<file path="src/rtl/load_store_unit_pkg.sv">
// Shared types for the load/store unit, its data bus and the load extender.
package Types;

  typedef enum logic [1:0] {
    BYTE = 2'b00,
    HALF = 2'b01,
    WORD = 2'b10
  } DataAccess;

  typedef logic [31:0] Data;

  typedef enum logic [1:0] {
    IDLE   = 2'b00,
    ACCESS = 2'b01,
    DONE   = 2'b10
  } LsuState;

  // BYTE accesses can never be misaligned.
  function automatic logic is_misaligned(input DataAccess access, input logic [1:0] addr_lo);
    return ((access == HALF) && addr_lo[0]) || ((access == WORD) && (addr_lo != 2'b00));
  endfunction

endpackage

</file>
<file path="src/rtl/DataBus.sv">
// Data memory bus: the master drives the request fields, the slave returns
// combinational read data and writes on the clock edge when we is high.
interface DataBus;
  logic [31:0]     addr;
  Types::DataAccess access;
  logic            we;
  Types::Data      wdata;
  Types::Data      rdata;

  modport master (output addr, output access, output we, output wdata, input rdata);
  modport slave  (input addr, input access, input we, input wdata, output rdata);
endinterface

</file>
<file path="src/rtl/lsu_load_extend.sv">
// Sign/zero extension of raw load data by access size; purely combinational
// so the writeback stage can reuse it.
module lsu_load_extend
  import Types::*;
(
  input  logic [31:0] raw,
  input  logic [1:0]  access,
  input  logic        unsigned_ext,
  output logic [31:0] result
);

  always_comb begin
    result = raw;
    case (access)
      BYTE:    result = {{24{~unsigned_ext & raw[7]}}, raw[7:0]};
      HALF:    result = {{16{~unsigned_ext & raw[15]}}, raw[15:0]};
      default: result = raw;
    endcase
  end

endmodule

</file>
<file path="src/rtl/load_store_unit.sv">
// Load/store unit: one request at a time onto DataBus. Define LSU_MISALIGN_EN
// to split misaligned accesses into byte beats; otherwise they fault.
module load_store_unit
  import Types::*;
#(
  parameter int DATA_WIDTH = 32,
  parameter int ADDR_WIDTH = 32
) (
  input  logic                  i_clock,
  input  logic                  i_reset,
  input  logic                  i_req,
  output logic                  o_ready,
  input  logic                  i_we,
  input  logic [ADDR_WIDTH-1:0] i_addr,
  input  logic [1:0]            i_access,
  input  logic                  i_unsigned,
  input  logic [DATA_WIDTH-1:0] i_wdata,
  output logic                  o_valid,
  output logic [DATA_WIDTH-1:0] o_rdata,
  output logic                  o_error,
  DataBus.master                bus
);

  LsuState               state, state_next;
  logic                  accept, misaligned_in, fault_in, split, last_beat;
  logic [1:0]            beat_cnt, last_idx;
  logic                  we_q, unsigned_q;
  logic [ADDR_WIDTH-1:0] addr_q;
  DataAccess             access_q;
  logic [DATA_WIDTH-1:0] wdata_q, asm_q, asm_next, ext_data, rdata_q;

  assign o_ready       = (state == IDLE) || (state == DONE);
  assign accept        = i_req && o_ready;
  assign misaligned_in = is_misaligned(DataAccess'(i_access), i_addr[1:0]);
  assign o_valid       = (state == DONE);
  assign o_rdata       = rdata_q;

`ifdef LSU_MISALIGN_EN
  logic split_q;

  always_ff @(posedge i_clock) begin
    if (accept) split_q <= misaligned_in;
  end

  assign split    = split_q;
  assign fault_in = 1'b0;
  assign o_error  = 1'b0;
`else
  logic error_q;

  always_ff @(posedge i_clock) begin
    if (!i_reset)    error_q <= 1'b0;
    else if (accept) error_q <= misaligned_in;
  end

  assign split    = 1'b0;
  assign fault_in = misaligned_in;
  assign o_error  = error_q;
`endif

  always_comb begin
    last_idx = 2'd0;
    if (split) last_idx = (access_q == HALF) ? 2'd1 : 2'd3;
  end
  assign last_beat = (beat_cnt == last_idx);

  always_ff @(posedge i_clock) begin
    if (!i_reset) state <= IDLE;
    else          state <= state_next;
  end

  always_comb begin
    state_next = state;
    case (state)
      IDLE, DONE: begin
        if (accept) state_next = fault_in ? DONE : ACCESS;
        else        state_next = IDLE;
      end
      ACCESS:  if (last_beat) state_next = DONE;
      default: state_next = IDLE;
    endcase
  end

  always_ff @(posedge i_clock) begin
    if (!i_reset)                            beat_cnt <= 2'd0;
    else if (accept)                         beat_cnt <= 2'd0;
    else if (state == ACCESS && !last_beat)  beat_cnt <= beat_cnt + 2'd1;
  end

  // Request latch and byte assembly; no reset needed, consumed only in ACCESS.
  always_ff @(posedge i_clock) begin
    if (accept) begin
      we_q       <= i_we;
      addr_q     <= i_addr;
      access_q   <= DataAccess'(i_access);
      unsigned_q <= i_unsigned;
      wdata_q    <= i_wdata;
      asm_q      <= '0;
    end else if (state == ACCESS) begin
      asm_q      <= asm_next;
    end
  end

  // Split beats contribute one little-endian byte each; aligned beats the whole word.
  always_comb begin
    asm_next = asm_q;
    if (split) asm_next[{beat_cnt, 3'b000} +: 8] = bus.rdata[7:0];
    else       asm_next = bus.rdata;
  end

  lsu_load_extend u_extend (
    .raw          (asm_next),
    .access       (access_q),
    .unsigned_ext (unsigned_q),
    .result       (ext_data)
  );

  always_ff @(posedge i_clock) begin
    if (!i_reset)                           rdata_q <= '0;
    else if (accept && fault_in)            rdata_q <= '0;
    else if (state == ACCESS && last_beat)  rdata_q <= we_q ? '0 : ext_data;
  end

  always_comb begin
    bus.we     = 1'b0;
    bus.addr   = '0;
    bus.access = WORD;
    bus.wdata  = '0;
    if (state == ACCESS) begin
      bus.we = we_q;
      if (split) begin
        bus.addr   = addr_q + ADDR_WIDTH'(beat_cnt);
        bus.access = BYTE;
        bus.wdata  = {24'b0, wdata_q[{beat_cnt, 3'b000} +: 8]};
      end else begin
        bus.addr   = addr_q;
        bus.access = access_q;
        bus.wdata  = wdata_q;
      end
    end
  end

endmodule

</file>
<file path="src/flat_wrapper.sv">
// flat-port wrapper written by rule: the top's interface ports become plain ports
module load_store_unit_flat import Types::*;
#(
  parameter int DATA_WIDTH = 32,
  parameter int ADDR_WIDTH = 32
)
  (i_clock, i_reset, i_req, o_ready, i_we, i_addr, i_access, i_unsigned, i_wdata, o_valid, o_rdata, o_error, bus_addr, bus_access, bus_we, bus_wdata, bus_rdata);
  DataBus bus_i ();
  input  logic i_clock;
  input  logic i_reset;
  input  logic i_req;
  output logic o_ready;
  input  logic i_we;
  input  logic [ADDR_WIDTH-1:0] i_addr;
  input  logic [1:0] i_access;
  input  logic i_unsigned;
  input  logic [DATA_WIDTH-1:0] i_wdata;
  output logic o_valid;
  output logic [DATA_WIDTH-1:0] o_rdata;
  output logic o_error;
  output wire logic [$bits(bus_i.addr)-1:0] bus_addr;
  output wire logic [$bits(bus_i.access)-1:0] bus_access;
  output wire logic [$bits(bus_i.we)-1:0] bus_we;
  output wire logic [$bits(bus_i.wdata)-1:0] bus_wdata;
  input wire logic [$bits(bus_i.rdata)-1:0] bus_rdata;
  assign bus_addr = bus_i.addr;
  assign bus_access = bus_i.access;
  assign bus_we = bus_i.we;
  assign bus_wdata = bus_i.wdata;
  assign bus_i.rdata = bus_rdata;
  load_store_unit #(.DATA_WIDTH(DATA_WIDTH), .ADDR_WIDTH(ADDR_WIDTH)) u_core (.i_clock(i_clock), .i_reset(i_reset), .i_req(i_req), .o_ready(o_ready), .i_we(i_we), .i_addr(i_addr), .i_access(i_access), .i_unsigned(i_unsigned), .i_wdata(i_wdata), .o_valid(o_valid), .o_rdata(o_rdata), .o_error(o_error), .bus(bus_i));
endmodule
</file>
<file path="config.mk">
export PLATFORM = sky130hd
export DESIGN_NAME = load_store_unit_flat
export DESIGN_NICKNAME = d
export VERILOG_FILES = /design/src/rtl/load_store_unit_pkg.sv /design/src/rtl/DataBus.sv /design/src/rtl/lsu_load_extend.sv /design/src/rtl/load_store_unit.sv /design/src/flat_wrapper.sv
export SDC_FILE = /design/constraint.sdc
export NUM_CORES = 1
export LEC_CHECK = 0
export ABC_AREA = 1
export BUFFER_PORTS_ARGS = -buffer_cell sky130_fd_sc_hd__buf_2
export CAP_MARGIN = 40
export CORE_ASPECT_RATIO = 0.8
export CORE_UTILIZATION = 49
export CTS_CLUSTER_DIAMETER = 40
export DETAILED_ROUTE_END_ITERATION = 6
export PLACE_DENSITY = 0.88
export SYNTH_ARGS = -nofsm -noshare
export SYNTH_HDL_FRONTEND = slang
export SYNTH_SLANG_ARGS = --single-unit
export TNS_END_PERCENT = 50
</file>
<file path="constraint.sdc">
create_clock -name i_clock -period 6.15 [get_ports i_clock]
set_clock_uncertainty 0.2 [all_clocks]
set_input_delay 0.9225 -clock i_clock [delete_from_list [all_inputs] [get_ports i_clock]]
set_output_delay 0.9225 -clock i_clock [all_outputs]
set_load 0.005 [all_outputs]
</file>
==> out/results.ini <==
[worst_setup_path]
r2r-start=u_core.state[0]
endpoint_kind=output port
criticalPathCategory=flop to output port
cp.required_ps=5030
worstSetupStartpointType=flop
reg2reg_depth=8
crit_path_max_fanout=44
rrSetupSlack_ps=3750
r2r-end=u_core.o_rdata[19]
cp.arrival_ps=1730

[power_and_ir_drop]
pwr_density_cell_nw_per_um2=247.8
p_int_mw=1.046
p_comb_share_pct=10.8
swShare_pct=23.76
p_sw_uw=326.0
leakagePower_nw=2.853
seqPwrFrac_pct=58.6
power_frac_clock_pct=30.6
ir_worst_vdd_v=0.0001623

[drt]
avgRoutedWirePerCell_um=12.55
drtIter0Drc=220
vias_per_cell=4.666
drcViolationCount=0
antenna_left=0
drtPass1Iterations=4
dr_total_vias=3537
wirelength_mm=9.516

[global_routing]
gr-total-overflow=0
busiest_layer=met2
use_met3_pct=7.220
antenna_found_initial=0
grt_util_met2_pct=39.29
grt_max_degree=71
grt_pass1_vias=3388
grt_pass1_wl_mm=15.12
track_usage_pct=21.62
grtUsageMet1_pct=23.79

[die]
die_h_um=84.87
ios=205
initial_core_util_pct=51.75
die-area_um2=8961
core_um2=8128
die_x_um=105.6
fp-row-count=29

[cells_and_area]
drive_above_1_share_pct=36.15
fin_util_pct=68.13
layout_common_cells=buf_2 (204), nor2_1 (102), nand2_1 (86)
n_antenna_cell=0
mostFrequentLayoutCell=buf_2
final_net_count=749
syn2layout_area_growth_pct=31.65

[worst_hold_path]
worstHoldPathCells=2
whs_endpoint=u_core.o_rdata[2]
hp-class=flop to flop
min-delay-start=u_core.o_rdata[2]

[clock_network]
cts_tree=done
clk_latency_ps=350
cts_resized=0
cts-root-buf=clkbuf_8
htree_levels=3
cts_buffers=9
cts.sinks=105
cts_setup_buffers=0
postCtsHoldBufs=0
clk_pin_slew_ps=90
clock_path_buffers=2

[synth]
syn-num-nets=549
synth.distinct_cells=21
synth_seq_area_share_pct=66.15
avgSynthCellArea_um2=9.453
synth_seq_cells=105
syn_area_um2=4207
synth_cells=445
ys_warn_count=0

[timing]
finalHoldViolations=0
period_minus_slack_ps=2848
finalCritPeriodShare_pct=46.31
tightest_slew_ps=874.0
slew_violations=0
rsz0062_at_grt=no
fmax_mhz=351.1
max_slew_margin_pct=41.73
setup-tns-final_ps=0
setup_ws_ps=3302
setup_viol_count_final=0

[place]
gp_congestion=0.8375
post-place-ws_ps=3151
port_buffers=204
place_hpwl_mm=7.079

[run]
cap_violations=0

[status]
outcome=complete, no violations

## power groups by stage
| stage | Clock (mW) | Sequential (mW) | Combinational [mW] |
|---|---|---|---|
| after floorplan | 0 | 0.816 | 0.0749 |
| after global placement | 0 | 0.818 | 0.136 |
| after detailed placement | 0 | 0.820 | 0.149 |
| after CTS | 0.434 | 0.804 | 0.150 |
| after global routing | 0.456 | 0.808 | 0.167 |
| final | 0.419 | 0.804 | 0.149 |
## synth_stat cells, drive strengths merged
library cell,instances,area [um2]
a21oi,37,188.9
buf,15,90.09
clkbuf,4,15.01
dfxtp,37,740.7
edfxtp,68,2042
ha,1,12.51
inv,79,296.5
nand2,88,335.3
nand3,2,27.53
nand3b,1,7.510
nand4,1,12.51
nor2,103,389.1
o21ai,8,40.04
xor2,1,8.760
## cells by family after synthesis
family	count (synthesis)	share of synthesized area, %
simple gates	195	18.35
flops	105	66.15
buf+inv	98	9.548
compound gates	45	5.443
xor+xnor	1	0.2082
fa+ha+maj	1	0.2974
## final cells by class
| type | count | area (um2) |
|---|---|---|
| clock buffers | 9 | 123.9 |
| repair buffers | 208 | 1104 |
| clock inverters | 7 | 73.82 |
| well taps | 108 | 135.1 |
| multi-input cells | 242 | 1022 |
| fillers | 639 | 2590 |
| flip-flops and latches | 105 | 2783 |
| inverters | 79 | 296.5 |
## state kept, by name, indices dropped and copies added, names as in the netlist
register,count
u_core.beat_cnt,2
u_core.o_error,1
u_core.wdata_q,32
u_core.access_q,2
u_core.unsigned_q,1
u_core.state,2
u_core.we_q,1
u_core.o_rdata,32
u_core.addr_q,32
## how the worst max path moves through the flow
stage                         start                 end  slack [ps]  cells after the start
floorplan                     i_req  u_core.o_rdata[23]        3530                      6
CTS                 u_core.state[0]         bus_addr[1]        3290                      6
global placement              i_req  u_core.o_rdata[31]        2990                      7
finish              u_core.state[0]         bus_addr[1]        3300                      6
global route        u_core.state[0]       bus_wdata[28]        3180                      6
detailed placement            i_req  u_core.o_rdata[20]        3150                      8
## critical path, stage by stage (launching register included)
cell	delay (ps)
dfxtp_1	400
inv_2	70
nor2_2	140
inv_2	210
buf_12	250
nor2_1	160
buf_2	140
## routing by layer
metal / up-vias / share of wire (%)
met5: - / 0
met4: 0 / 1.7
met3: 16 / 7.6
met2: 149 / 52
met1: 1602 / 39
li1: 1770 / -
## stage by stage
stage / power, mW / instance area [um2] / cells / hold WS (ps)
after floorplan: 0.8911 / 4207 / 445 / 237.0
after global placement: 0.9543 / 5265 / 739 / 246.4
after detailed placement: 0.9693 / 5340 / 742 / 251.7
after CTS: 1.387 / 5538 / 758 / 265.9
after global routing: 1.431 / 5538 / 758 / 291.7
final: 1.372 / 5538 / 758 / 265.3
No activity file was read; power rests on OpenSTA's default activity.
